`src/rtl/uart_rx_pkg.sv`:
```
// uart_rx_pkg
//   Definitions shared by the UART transmitter and receiver on one serial link:
//   - uart_state_t : 2-bit frame state encoding (IDLE, START, DATA, STOP)
//   - DEFAULT_CLOCK_DIV : default clock cycles per bit (9600 bps at the nominal clock)
//   - half_div() : half-bit count used to find the middle of the start bit
package uart_rx_pkg;

  typedef enum logic [1:0] {
    IDLE  = 2'd0,
    START = 2'd1,
    DATA  = 2'd2,
    STOP  = 2'd3
  } uart_state_t;

  localparam int DEFAULT_CLOCK_DIV = 104;

  // Integer half of the bit period, truncated to the counter width.
  function automatic logic [15:0] half_div(input int div);
    half_div = 16'(div / 2);
  endfunction

endpackage

```
`src/rtl/sync_2ff.sv`:
```
// sync_2ff
//   Two-flop synchroniser for a single asynchronous input bit.
//   Parameters:
//     RST_VAL : value both flops take in reset (1 suits an idle-high serial line)
//   Ports:
//     clock : destination clock
//     reset : asynchronous, active-high reset
//     d     : asynchronous input
//     q     : synchronised output, two clock cycles behind d
module sync_2ff #(
  parameter logic RST_VAL = 1'b1
) (
  input  logic clock,
  input  logic reset,
  input  logic d,
  output logic q
);

  logic meta;

  // Two-stage capture; only q is safe to use in the clock domain.
  always_ff @(posedge clock or posedge reset) begin
    if (reset) begin
      meta <= RST_VAL;
      q    <= RST_VAL;
    end else begin
      meta <= d;
      q    <= meta;
    end
  end

endmodule

```
`src/rtl/uart_rx.sv`:
```
// uart_rx
//   8N1 UART receiver. Synchronises rx, detects the start bit, samples each
//   data bit at mid-bit (LSB first) and checks the stop bit. A good byte is
//   held in data_out with a data_valid level until the consumer acknowledges.
//   Parameters:
//     CLOCK_DIV : clock cycles per bit, 4..65535, must match the transmitter
//   Ports:
//     clock      : system clock, rising edge
//     reset      : asynchronous, active-high reset
//     rx         : serial input, idle high, asynchronous to clock
//     read_ack   : one-cycle pulse, consumer has taken data_out
//     data_out   : last correctly framed byte, held until overwritten
//     data_valid : data_out holds an unread byte
//     frame_err  : one-cycle pulse when the stop bit is sampled low
//     overrun    : sticky, a byte completed while the previous one was unread
//     busy       : high while a frame is being received
module uart_rx
  import uart_rx_pkg::*;
#(
  parameter int CLOCK_DIV = DEFAULT_CLOCK_DIV
) (
  input  logic       clock,
  input  logic       reset,
  input  logic       rx,
  input  logic       read_ack,
  output logic [7:0] data_out,
  output logic       data_valid,
  output logic       frame_err,
  output logic       overrun,
  output logic       busy
);

  // Last count value of the half-bit start window and of a full bit period.
  localparam logic [15:0] HALF_LAST = half_div(CLOCK_DIV) - 16'd1;
  localparam logic [15:0] BIT_LAST  = 16'(CLOCK_DIV - 1);

  uart_state_t state;
  logic [15:0] clock_count;
  logic [2:0]  bit_idx;
  logic [7:0]  shift;
  logic        rx_s;
  logic        stop_sample;
  logic        byte_ok;

  sync_2ff #(
    .RST_VAL(1'b1)
  ) u_sync (
    .clock(clock),
    .reset(reset),
    .d    (rx),
    .q    (rx_s)
  );

  // The stop bit is sampled on the last count of STOP; a high level completes a byte.
  assign stop_sample = (state == STOP) && (clock_count == BIT_LAST);
  assign byte_ok     = stop_sample && rx_s;

  // Frame FSM together with the output holding register and handshake.
  always_ff @(posedge clock or posedge reset) begin
    if (reset) begin
      state       <= IDLE;
      clock_count <= 16'd0;
      bit_idx     <= 3'd0;
      shift       <= 8'd0;
      data_out    <= 8'd0;
      data_valid  <= 1'b0;
      frame_err   <= 1'b0;
      overrun     <= 1'b0;
      busy        <= 1'b0;
    end else begin
      frame_err <= 1'b0;

      // A completing byte takes priority over the ack: an ack in the same
      // cycle is consumed by the new byte, so data_valid stays set and overrun
      // is left alone. Without an ack an unread byte is overwritten.
      if (byte_ok) begin
        data_out   <= shift;
        data_valid <= 1'b1;
        if (data_valid && !read_ack) begin
          overrun <= 1'b1;
        end
      end else if (read_ack && data_valid) begin
        data_valid <= 1'b0;
        overrun    <= 1'b0;
      end

      case (state)
        IDLE: begin
          if (!rx_s) begin
            state       <= START;
            clock_count <= 16'd0;
            busy        <= 1'b1;
          end
        end

        START: begin
          if (clock_count == HALF_LAST) begin
            clock_count <= 16'd0;
            if (!rx_s) begin
              state   <= DATA;
              bit_idx <= 3'd0;
            end else begin
              // Line went high again before mid start bit: treat as noise.
              state <= IDLE;
              busy  <= 1'b0;
            end
          end else begin
            clock_count <= clock_count + 16'd1;
          end
        end

        DATA: begin
          if (clock_count == BIT_LAST) begin
            shift[bit_idx] <= rx_s;
            clock_count    <= 16'd0;
            if (bit_idx == 3'd7) begin
              state <= STOP;
            end else begin
              bit_idx <= bit_idx + 3'd1;
            end
          end else begin
            clock_count <= clock_count + 16'd1;
          end
        end

        STOP: begin
          // Leaving at mid stop bit lets a back-to-back start bit be caught.
          if (clock_count == BIT_LAST) begin
            state       <= IDLE;
            busy        <= 1'b0;
            clock_count <= 16'd0;
            if (!rx_s) begin
              frame_err <= 1'b1;
            end
          end else begin
            clock_count <= clock_count + 16'd1;
          end
        end

        default: begin
          state       <= IDLE;
          busy        <= 1'b0;
          clock_count <= 16'd0;
        end
      endcase
    end
  end

endmodule

```
`config.mk`:
```
export PLATFORM = sky130hd
export DESIGN_NAME = uart_rx
export DESIGN_NICKNAME = d
export VERILOG_FILES = /design/src/rtl/uart_rx_pkg.sv /design/src/rtl/sync_2ff.sv /design/src/rtl/uart_rx.sv
export SDC_FILE = /design/constraint.sdc
export NUM_CORES = 1
export LEC_CHECK = 0
export BUFFER_PORTS_ARGS = -buffer_cell sky130_fd_sc_hd__clkbuf_2
export CAP_MARGIN = 10
export CORE_UTILIZATION = 59
export CTS_CLUSTER_SIZE = 14
export DETAILED_ROUTE_END_ITERATION = 7
export GPL_ROUTABILITY_DRIVEN = 0
export PLACE_DENSITY = 0.83
export SLEW_MARGIN = 0
export SYNTH_ARGS = -nofsm -noshare
export SYNTH_HDL_FRONTEND = slang
export SYNTH_SLANG_ARGS = --single-unit
```
`constraint.sdc`:
```
create_clock -name clock -period 2.78 [get_ports clock]
set_input_delay 0.556 -clock clock [delete_from_list [all_inputs] [get_ports clock]]
set_output_delay 0.556 -clock clock [all_outputs]
set_load 0.1 [all_outputs]
```
==> impl_metrics.yaml <==
run_status:
  status: "complete, no violations"
synth:
  syn_area_per_cell_sq_um: 10.8
  register_area_share_after_synthesis_pct: 50.1
  synth_top_family_by_area: "simple AND/OR/NAND/NOR gates"
  synth.lib_cells_used.distinct: 50
  syn-num-nets: 208
  synth_simple_gate_area_share_pct: 21.6
  synth_compound_gate_area_share_pct: 12.7
  share_of_the_synthesized_netlist_area_taken_by_xor_and_xnor_gates_pct: 0.814
  synth-edff-count: 0
  post_synth_mux_area_share_pct: 8.90
  syn_inst: 200
  yosys_register_bits: 43
  ys_dominant_reg_cell: "sky130_fd_sc_hd__dfrtp_1"
  synthArstFlopShare_pct: 100
  yosysWarnings: 0
  adder_cell_fraction_of_synth_area_pct: 2.33
  post_synth_instance_area_sq_um: 2150
cells_and_area:
  nets: 223
  layout-drive-gt1-share_pct: 23.6
  mostFrequentLayoutCells: "sky130_fd_sc_hd__dfrtp_1 (41), sky130_fd_sc_hd__mux2_2 (16), sky130_fd_sc_hd__clkbuf_2 (15)"
  fillCellCount: 259
  num_antenna_cells: 0
  post_layout_nonfiller_instances: 262
  finish.utilization_pct: 68.0
  layout_area_overhead_pct: 7.97
  layout_commonest_cell: "sky130_fd_sc_hd__dfrtp_1"
  multiInputGateArea_sq_um: 997
  sequential_cell_area_sq_um: 1080
timing:
  setup_viol: 0
  worst_slew_margin_rel_pct: 38.9
  finalWorstSetupSlack_ns: 0.232
  skew_ns: 0.0103
  rsz_0062_raised_after_global_routing: "no"
  final_period_minus_worst_setup_slack_ns: 2.55
  worst_slew_pin_slew_ns: 0.910
  maxSlewViolCount: 0
  hold_violations: 0
  fmax_mhz: 392
  fin_tns_setup_ns: 0
  final.period_utilization_pct: 91.7
worst_setup_path:
  critical_path.endpoint_type: "register"
  r2r-start: "clock_count[0]$_DFFE_PP0N_"
  worst_r2r_path_depth: 7
  crit_start: "clock_count[0]$_DFFE_PP0N_"
  worstSetupStartpointType: "register"
  worstPathRequired_ns: 3.02
  path_class: "register to register"
  worst-endpoint-arrival_ns: 2.79
  cp_max_fanout: 11
cts:
  ctsResizeCount: 0
  htree_levels: 2
  cts_tree: "built"
  worst_setup_hold_path_clk_slew_ns: 0.12
  cts_max_path_buffers: 2
  cts-hold-fix-buffers: 0
  tritoncts.num_buffers: 5
  insertion_delay_ns: 0.34
  postCtsSetupRepairBufs: 0
  clock_net_sink_count: 43
  cts_root_buf: "sky130_fd_sc_hd__clkbuf_4"
hold_path:
  hold_path_startpoint: "rx"
  holdCritPathClass: "primary input to register"
  worstHoldPathCells: 1
placement:
  port_buffers: 15
  pre_cts_ws_ns: 0.341
  dpl.cell_count: 254
  hpwl_mm: 2.83
global_routing:
  number_of_global_route_vias_before_repair: 1591
  groute.usage.overall_pct: 23.1
  number_of_antenna_violations_at_the_first_check_in_global_routing: 0
  gr-total-overflow: 0
  grt_pass1_wl_mm: 7.16
  pin_count_of_the_biggest_net_entering_global_routing: 44
floorplan:
  floorplan.die.height_um: 62.4
  floorplan.core_area_sq_um: 3420
  die_area_sq_um: 3890
  dieWidth_um: 62.4
  floorplan.rows: 21
  initial_standard_cell_utilization_of_the_core_pct: 63.0
  design.portCount: 16
routing:
  via_count: 1648
  route.antenna.remaining_nets: 0
  drtPass1Iterations: 4
  wirelength_routed_mm: 4.11
  initialDrtViolationCount: 88
  detailed_route_vias_per_instance: 6.29
  route.detailed.drc: 0
  wl_per_cell_um: 15.7
power:
  leakage_power_nw: 1.12
  ir_worst_vdd_mv: 0.267
  power_density_nw_per_um2: 424
run:
  cap_viol_max_count: 0
-- metrics by stage --
step	hold slack (ns)	power [W]	area [sq um]
finish	0.289	0.000985	2320
global route	0.273	0.00102	2320
CTS	0.281	0.000995	2320
detailed placement	0.355	0.000661	2250
global placement	0.350	0.000660	2250
floorplan	0.345	0.000654	2150
-- routing by layer --
layer | share of wire (%) | track usage (%)
met1 | 47 | 30.7
met2 | 47 | 36.1
met3 | 5.0 | 5.84
met4 | 0.66 | 9.88
met5 | 0 | 0
-- final cells by class --
cell class	instances	area share, %
sequential	43	46.4
multi-input combinational	141	42.9
clock buffer	8	2.96
tap	46	2.48
inverter	6	0.970
timing repair buffer	18	4.20
-- power by group --
group | leakage, nW | switching (W) | total [W] | internal [W]
Sequential | 0.574 | 0.00000296 | 0.000631 | 0.000628
Combinational | 0.506 | 0.0000140 | 0.0000173 | 0.00000330
Clock | 0.0386 | 0.000187 | 0.000336 | 0.000149
-- cells by family after synthesis --
logic type      Yosys count
simple gates             77
flops                    43
compound gates           41
mux                      17
buf+inv                  16
fa+ha+maj                 4
xor+xnor                  2
-- cell usage after synthesis (3+ instances only) --
cell / number / share of area (%)
sky130_fd_sc_hd__dfrtp_1: 41 / 48
sky130_fd_sc_hd__mux2_2: 16 / 8.4
sky130_fd_sc_hd__a31oi_1: 11 / 3.2
sky130_fd_sc_hd__nand2_1: 11 / 1.9
sky130_fd_sc_hd__nand3_1: 10 / 2.3
sky130_fd_sc_hd__nor2_1: 10 / 1.7
sky130_fd_sc_hd__a21oi_1: 8 / 1.9
sky130_fd_sc_hd__o21ai_0: 7 / 1.6
sky130_fd_sc_hd__inv_1: 6 / 1.0
sky130_fd_sc_hd__and3_1: 5 / 1.5
sky130_fd_sc_hd__a22o_1: 4 / 1.6
sky130_fd_sc_hd__clkbuf_1: 4 / 0.70
sky130_fd_sc_hd__ha_1: 4 / 2.3
sky130_fd_sc_hd__nand2b_1: 4 / 1.2
sky130_fd_sc_hd__a41oi_1: 3 / 1.2
sky130_fd_sc_hd__buf_2: 3 / 0.70
sky130_fd_sc_hd__nand3b_1: 3 / 1.0
sky130_fd_sc_hd__nand4_1: 3 / 0.87
sky130_fd_sc_hd__nor2b_1: 3 / 0.87
sky130_fd_sc_hd__nor3_1: 3 / 0.70
sky130_fd_sc_hd__nor4_1: 3 / 0.87
sky130_fd_sc_hd__or3_1: 3 / 0.87
-- sequential cells by signal, summed over array words and instances (netlist names), named ones only --
| signal | flops |
|---|---|
| data_valid | 1 |
| frame_err | 1 |
| u_sync.q | 1 |
| overrun | 1 |
| clock_count | 16 |
| shift | 8 |
| data_out | 8 |
| busy | 1 |
| bit_idx | 3 |
| state | 1 |
| u_sync.meta | 1 |
-- critical path: stages, from the launching register on --
cell and delay, ns:
sky130_fd_sc_hd__dfrtp_1 0.45, sky130_fd_sc_hd__ha_1 0.32, sky130_fd_sc_hd__or4b_1 0.45, sky130_fd_sc_hd__nor4_1 0.29, sky130_fd_sc_hd__o21ai_1 0.34, sky130_fd_sc_hd__buf_4 0.28, sky130_fd_sc_hd__a21o_1 0.16, sky130_fd_sc_hd__a22o_1 0.17
-- path summary, 6_finish.rpt --
kind / end / slack (ns)
min reg2reg: u_sync.q$_DFF_PP1_ / 0.37
min: u_sync.meta$_DFF_PP1_ / 0.29
max: clock_count[8]$_DFFE_PP0N_ / 0.23
max reg2reg: clock_count[8]$_DFFE_PP0N_ / 0.23
max in group asynchronous: u_sync.q$_DFF_PP1_ / 2.10
min in group asynchronous: data_valid$_DFFE_PP0P_ / 0.31
No activity file was read; power rests on OpenSTA's default activity.
